### src/rtl/reg_write_arbiter.sv
// reg_write_arbiter: round-robin write arbiter in front of a shared
// WIDTH-bit holding register. At most one requester is accepted per cycle.
// The winner's word is stored, its index is recorded in owner, and it gets
// a one-cycle registered grant.
//
// Handshake (req/gnt): requester i raises req[i] and holds its data slice
// stable until it sees gnt[i] high. gnt[i] is high for exactly the cycle
// after the write. In that cycle requester i is masked out of arbitration,
// so it may drop req[i] or present its next word. A new word becomes
// eligible from the following cycle.
module reg_write_arbiter #(
  parameter  int WIDTH = 8,
  parameter  int NREQ  = 4,
  localparam int IDX_W = $clog2(NREQ)
) (
  input  logic                  clk,
  input  logic                  rst,
  input  logic [NREQ-1:0]       req,
  input  logic [NREQ*WIDTH-1:0] data_in,
  output logic [NREQ-1:0]       gnt,
  output logic [WIDTH-1:0]      data_out,
  output logic [IDX_W-1:0]      owner,
  output logic                  valid
);

  logic [NREQ-1:0]  gnt_q,   gnt_d;
  logic [WIDTH-1:0] data_q,  data_d;
  logic [IDX_W-1:0] owner_q, owner_d;
  logic             valid_q, valid_d;
  logic [IDX_W-1:0] ptr_q,   ptr_d;

  logic [NREQ-1:0]  elig;
  logic             found;
  logic [IDX_W-1:0] win;

  // A requester holding its grant this cycle cannot win again.
  assign elig = req & ~gnt_q;

  // Rotating search starting at ptr. Indices wrap modulo NREQ, so the
  // winner is never an index of NREQ or higher.
  always_comb begin
    found = 1'b0;
    win   = '0;
    for (int k = 0; k < NREQ; k++) begin
      int i;
      i = int'(ptr_q) + k;
      if (i >= NREQ) i = i - NREQ;
      if (!found && elig[i]) begin
        found = 1'b1;
        win   = IDX_W'(i);
      end
    end
  end

  // Next-state: write the winner's word, or go idle and only clear the grant.
  always_comb begin
    gnt_d   = '0;
    data_d  = data_q;
    owner_d = owner_q;
    valid_d = valid_q;
    ptr_d   = ptr_q;
    if (found) begin
      gnt_d[win] = 1'b1;
      data_d     = data_in[int'(win)*WIDTH +: WIDTH];
      owner_d    = win;
      valid_d    = 1'b1;
      ptr_d      = (win == IDX_W'(NREQ-1)) ? '0 : win + 1'b1;
    end
  end

  // State registers. Reset discards any write that would land on this edge.
  always_ff @(posedge clk) begin
    if (rst) begin
      gnt_q   <= '0;
      data_q  <= '0;
      owner_q <= '0;
      valid_q <= 1'b0;
      ptr_q   <= '0;
    end else begin
      gnt_q   <= gnt_d;
      data_q  <= data_d;
      owner_q <= owner_d;
      valid_q <= valid_d;
      ptr_q   <= ptr_d;
    end
  end

  assign gnt      = gnt_q;
  assign data_out = data_q;
  assign owner    = owner_q;
  assign valid    = valid_q;

endmodule
### config.mk
export PLATFORM = sky130hd
export DESIGN_NAME = reg_write_arbiter
export DESIGN_NICKNAME = d
export VERILOG_FILES = /design/src/rtl/reg_write_arbiter.sv
export SDC_FILE = /design/constraint.sdc
export NUM_CORES = 1
export LEC_CHECK = 0
export ABC_AREA = 0
export ABC_CLOCK_PERIOD_IN_PS = 3250
export CAP_MARGIN = 20
export CORE_AREA = 2 2 52 54
export DETAILED_ROUTE_END_ITERATION = 16
export DIE_AREA = 0 0 54 56
export PLACE_DENSITY = 0.92
export SLEW_MARGIN = 20
export SYNTH_ARGS = -nofsm -noshare
export SYNTH_HDL_FRONTEND = slang
export SYNTH_SLANG_ARGS = --single-unit
### constraint.sdc
create_clock -name clk -period 3.25 [get_ports clk]
set_input_delay 0.8125 -clock clk [delete_from_list [all_inputs] [get_ports clk]]
set_output_delay 0.8125 -clock clk [all_outputs]
set_load 0.01 [all_outputs]
### Word level (Yosys, flattened, before mapping)

Cells that the tools add are included.

| word-level totals | value |
|---|---|
| flip-flop bits (word level) | 17 |
| bits in latches | 0 |
| bits in writable memories | 0 |
| ROM bits | 0 |
| input bits | 38 |
| word-level logic and storage cells | 63 |
| memories | 0 |

| cells by class | value |
|---|---|
| add/subtract/negate cells | 8 |
| $mul | 0 |
| divide/modulo/power cells | 0 |
| magnitude comparators | 10 |
| equality and inequality tests | 1 |
| shift-type cells | 1 |
| mux-type cells | 27 |
| bitwise logic cells | 3 |
| reductions and logical operators | 8 |

Operators with widths:

| operator | count |
|---|---|
| $lt A32 B4 Y1 const B | 4 |
| $mux W32 | 4 |
| $shiftx A32 B6 Y8 | 1 |
| $mux W1 | 13 |
| $sub A3 B3 Y4 const B | 3 |
| $mux W2 | 5 |
| $ge A3 B3 Y1 const B | 3 |
| $bmux W1 S2 | 4 |
| $add A2 B2 Y3 const B | 2 |
| $and A4 B4 Y4 | 1 |
| $logic_and A1 B1 Y1 | 4 |
| $not A4 Y4 | 1 |
| $sub A2 B3 Y4 const B | 1 |
| $add A2 B1 Y3 const B | 1 |
| $ge A2 B3 Y1 const B | 1 |
| $logic_not A1 Y1 | 3 |
| $lt A2 B3 Y1 const B | 1 |
| $add A2 B1 Y2 const B | 1 |
| $demux W1 S2 | 1 |
| $eq A2 B2 Y1 const B | 1 |
| $ge A2 B1 Y1 const B | 1 |
| $reduce_or A2 Y1 | 1 |
| $not A1 Y1 | 1 |

### Depth between registers and ports, before layout

| depth | value |
|---|---|
| word-level depth | 19 |
| depth in mapped cells | 9 |
| mapped depth without buffers | 7 |

### Worst setup path after synthesis

Ideal clock, no wire load.

| timing | value |
|---|---|
| path kind | input-to-reg |
| from | in req[0] |
| to | reg ptr_q[1] |
| library setup time | 124 ps |
| arrival time | 2107 ps |
| data required time | 3126 ps |
| setup slack | 1019 ps |
| cell stages on the path | 8 |
| path buffers | 2 |
| cell sequence | or4b_4 o221ai_2 buf_6 buf_12 inv_2 ha_1 mux2i_1 nor2_1 |

| on the way | value |
|---|---|
| word-level cells in the longest chain between the ends | 16 |

RTL lines:

| element | line | text |
|---|---|---|
| start, declared | 18 | `input logic [NREQ-1:0] req,` |
| $and A4 B4 Y4 * | 37 | `assign elig = req & ~gnt_q;` |
| $bmux W1 S2 | 48 | `if (!found && elig[i]) begin` |
| $mux W1 (implied by the code) (2 in series) | 48 |  |
| $mux W1 | 48 |  |
| $logic_not A1 Y1 | 48 |  |
| $logic_and A1 B1 Y1 | 48 |  |
| $mux W1 | 48 |  |
| $logic_not A1 Y1 | 48 |  |
| $logic_and A1 B1 Y1 | 48 |  |
| $mux W1 | 48 |  |
| $logic_not A1 Y1 | 48 |  |
| $logic_and A1 B1 Y1 | 48 |  |
| $mux W2 * | 48 |  |
| via win[1] | 34 | `logic [IDX_W-1:0] win;` |
| $add A2 B1 Y2 / $eq A2 B2 Y1 (equally long branches) | 67 | `ptr_d = (win == IDX_W'(NREQ-1)) ? '0 : win + 1'b1;` |
| $mux W2 * | 67 |  |
| end signal, assigned | 84 | `ptr_q <= ptr_d;` |
| end, declared | 30 | `logic [IDX_W-1:0] ptr_q, ptr_d;` |

The timed path passes the listed nets; every way through them passes the cells marked *. The select of a mux whose other input is x is not followed.
A chain may end at the register's enable or synchronous reset.

### Final worst setup path

| timing | value |
|---|---|
| from | in req[1] |
| to | reg data_q[1], in the netlist data_out[1] |

| on the way | value |
|---|---|
| word-level cells in the longest chain between the ends | 15 |

RTL lines:

| element | line | text |
|---|---|---|
| $and A4 B4 Y4 * | 37 |  |
| $bmux W1 S2 | 48 |  |
| $mux W1 (implied by the code) (2 in series) | 48 |  |
| $mux W1 | 48 |  |
| $logic_not A1 Y1 | 48 |  |
| $logic_and A1 B1 Y1 | 48 |  |
| $mux W1 | 48 |  |
| $logic_not A1 Y1 | 48 |  |
| $logic_and A1 B1 Y1 | 48 |  |
| $mux W1 | 48 |  |
| $logic_not A1 Y1 | 48 |  |
| $logic_and A1 B1 Y1 | 48 |  |
| $mux W2 | 48 |  |
| $shiftx A32 B6 Y8 | 64 | `data_d = data_in[int'(win)*WIDTH +: WIDTH];` |
| end signal, assigned | 81 | `data_q <= data_d;` |
| end, declared | 27 | `logic [WIDTH-1:0] data_q, data_d;` |

Mark *: on every way between the ends. The rest lies on a longest branch, timed or not. The select of a mux whose other input is x is not followed.

==> out/metrics.csv <==
metric;value;unit
cp_slowest_stage_delay;0.65;ns
synthFlopType;dfxtp_1;
synth-compound-area-share;0.148;
whs;0.456;ns
ys_warn_count;0;
crit_chain;clkdlybuf4s50_1 > nor2b_1 > nor3b_1 > o221ai_2 > buf_12 > mux2i_1 > o221ai_1;
cts_hold_buf;0;
synthArstFlopShare;0;
area_growth;61.0;%
synth.cell_area;952;um2
grt_pass1_vias;922;
cap_violations;0;
cts_made_buffers;3;
synth.distinct_cells;25;
yosysSeqAreaShare;0.357;
ys_ff_latch;17;
arrival;2.95;ns
status;complete, no violations;
vdd_drop_max;0.000358;V
r2r_cells;6;
worstSetupPathType;in2reg;
syn_area_per_cell;10.1;um2
cts_tree;built;
synthTopCellsByCount;dfxtp_1, mux2i_1, nand3b_1;
hold_viol_final;0;
path_buf_inv;2;
power_density;641;nW/um2
final_nets;192;
critPathTopFamily;compound AO/OA/AOI/OAI gates;
cp_data_required_time;3.41;ns
cts_setup_buffers;0;
skew;0.00102;ns
drtAntennaViolNets;0;
setup_violations;0;
max_freq;0.358;GHz
antenna_found_initial;0;
cp_slowest_cell;o221ai_2;
coreArea;2430;um2
synthAdderAreaFrac;0.0526;
syn_nets;136;
synth.largest_area_cell;dfxtp_1;
num_io_pins;53;
io_buffers;52;
synth_edf_count;0;
min_path_type;reg2reg;
die_y;56;um
synth_top_cell_area_share;0.357;
crit_cells;7;
root_buffer;clkbuf_4;
track_usage;0.178;
cts_buffer_depth;2;
critPathLaunchType;input pin;
route.detailed.drc;0;
end_kind;flip-flop;
via_per_inst;5.07;
row_count;18;
multiInputGateArea;558;um2
drive_gt1_frac;0.0738;
diodes;0;
wirelength;2490;um
dieArea;3020;um2
gr-total-overflow;0;
grt_pass1_wl;4080;um
synth_top_family_by_area;simple AND/OR/NAND/NOR gates;
seqCellArea;340;um2
path_max_fanout;11;
avgRoutedWirePerCell;13.9;um
clkSlewWorstSetupHoldPaths;0.09;ns
place_ws;0.169;ns
grt_max_degree;15;
cts_num_sinks;17;
synthSimpleGateAreaFrac;0.206;
die_x;54;um
initial_core_util;0.391;
syn_inst;94;
cts_max_level;1;
synthMuxAreaShare;0.179;
synth_top_cells_by_area;dfxtp_1, mux2i_1, o221ai_1;
maxSlewHeadroom;0.470;
gp_congestion;0.735;
synth_xor_area_frac;0;
fill_cells;202;
layout_setup_ws;0.457;ns
drt-initial-drc-count;18;
rsz0062_at_grt;false;
cts_resized;0;
period_share;0.859;
routed-via-count;907;
post-dp-hpwl;1980;um
tightestPinTransition;0.795;ns
p_leak;0.629;nW
min_period;2.79;ns
dr.pass1.iters;4;
drv_slew;0;
whs_path_depth;2;
power;0.982;mW
insertion_delay;0.28;ns
final.setup.tns;0;ns
flip-flops by register name, indices dropped and copies added, names as in the netlist:
register and count:
data_out 8, gnt 4, owner 2, ptr_q 2, valid 1
worst paths after layout:
| path | startpoint | endpoint | slack [ns] |
|---|---|---|---|
| hold reg to reg | valid | valid | 0.46 |
| setup / recovery | req[1] | data_out[1] | 0.46 |
| hold / removal | valid | valid | 0.46 |
| setup reg to reg | ptr_q[1] | data_out[1] | 1.11 |
cells by family after synthesis:
| kind of cell | count (synthesis) |
|---|---|
| simple gates | 31 |
| compound gates | 17 |
| mux | 17 |
| flops | 17 |
| buf+inv | 8 |
| fa+ha+maj | 4 |
worst reg2reg max path, stage by stage, from the launching register on:
cell and delay, ns:
dfxtp_1 0.47, nand3b_1 0.15, nor3b_1 0.18, o221ai_2 0.65, buf_12 0.23, mux2i_1 0.20, o221ai_1 0.14
where the power goes:
| group | internal [mW] | total [mW] | switching (mW) |
|---|---|---|---|
| clock | 0.0475 | 0.110 | 0.0620 |
| combinational | 0.301 | 0.540 | 0.238 |
| sequential | 0.280 | 0.333 | 0.0527 |
through the flow:
stage                     instance area, um2   util  cells
after floorplan                          952      -     94
after global routing                    1530  0.630    179
final                                   1530  0.630    179
after CTS                               1530  0.630    179
after detailed placement                1510  0.619    175
after global placement                  1510  0.619    175
cells in the final DEF, fill, tap and decap left out, drive strengths merged, types with 2 or more instances in the layout:
cell / count
clkdlybuf4s50: 52
buf: 3
inv: 3
clkbuf: 4
nand2b: 2
ha: 4
o221ai: 9
dfxtp: 17
nor2: 5
nor2b: 3
nand2: 5
nand3b: 9
a21oi: 5
and2: 4
mux2i: 17
final cells by class:
class	instances	area share
clock buffers	4	0.0171
inverters	4	0.00980
multi-input cells	69	0.364
flip-flops and latches	17	0.222
well taps	30	0.0245
repair buffers	55	0.362
routing by layer:
layer,vias up,wire length (um),GRT usage
met5,-,0,0
met3,2,143,0.0215
li1,460,-,-
met2,35,1260,0.319
met1,410,1060,0.213
met4,0,27,0.0536
(Power assumes the default switching activity.)
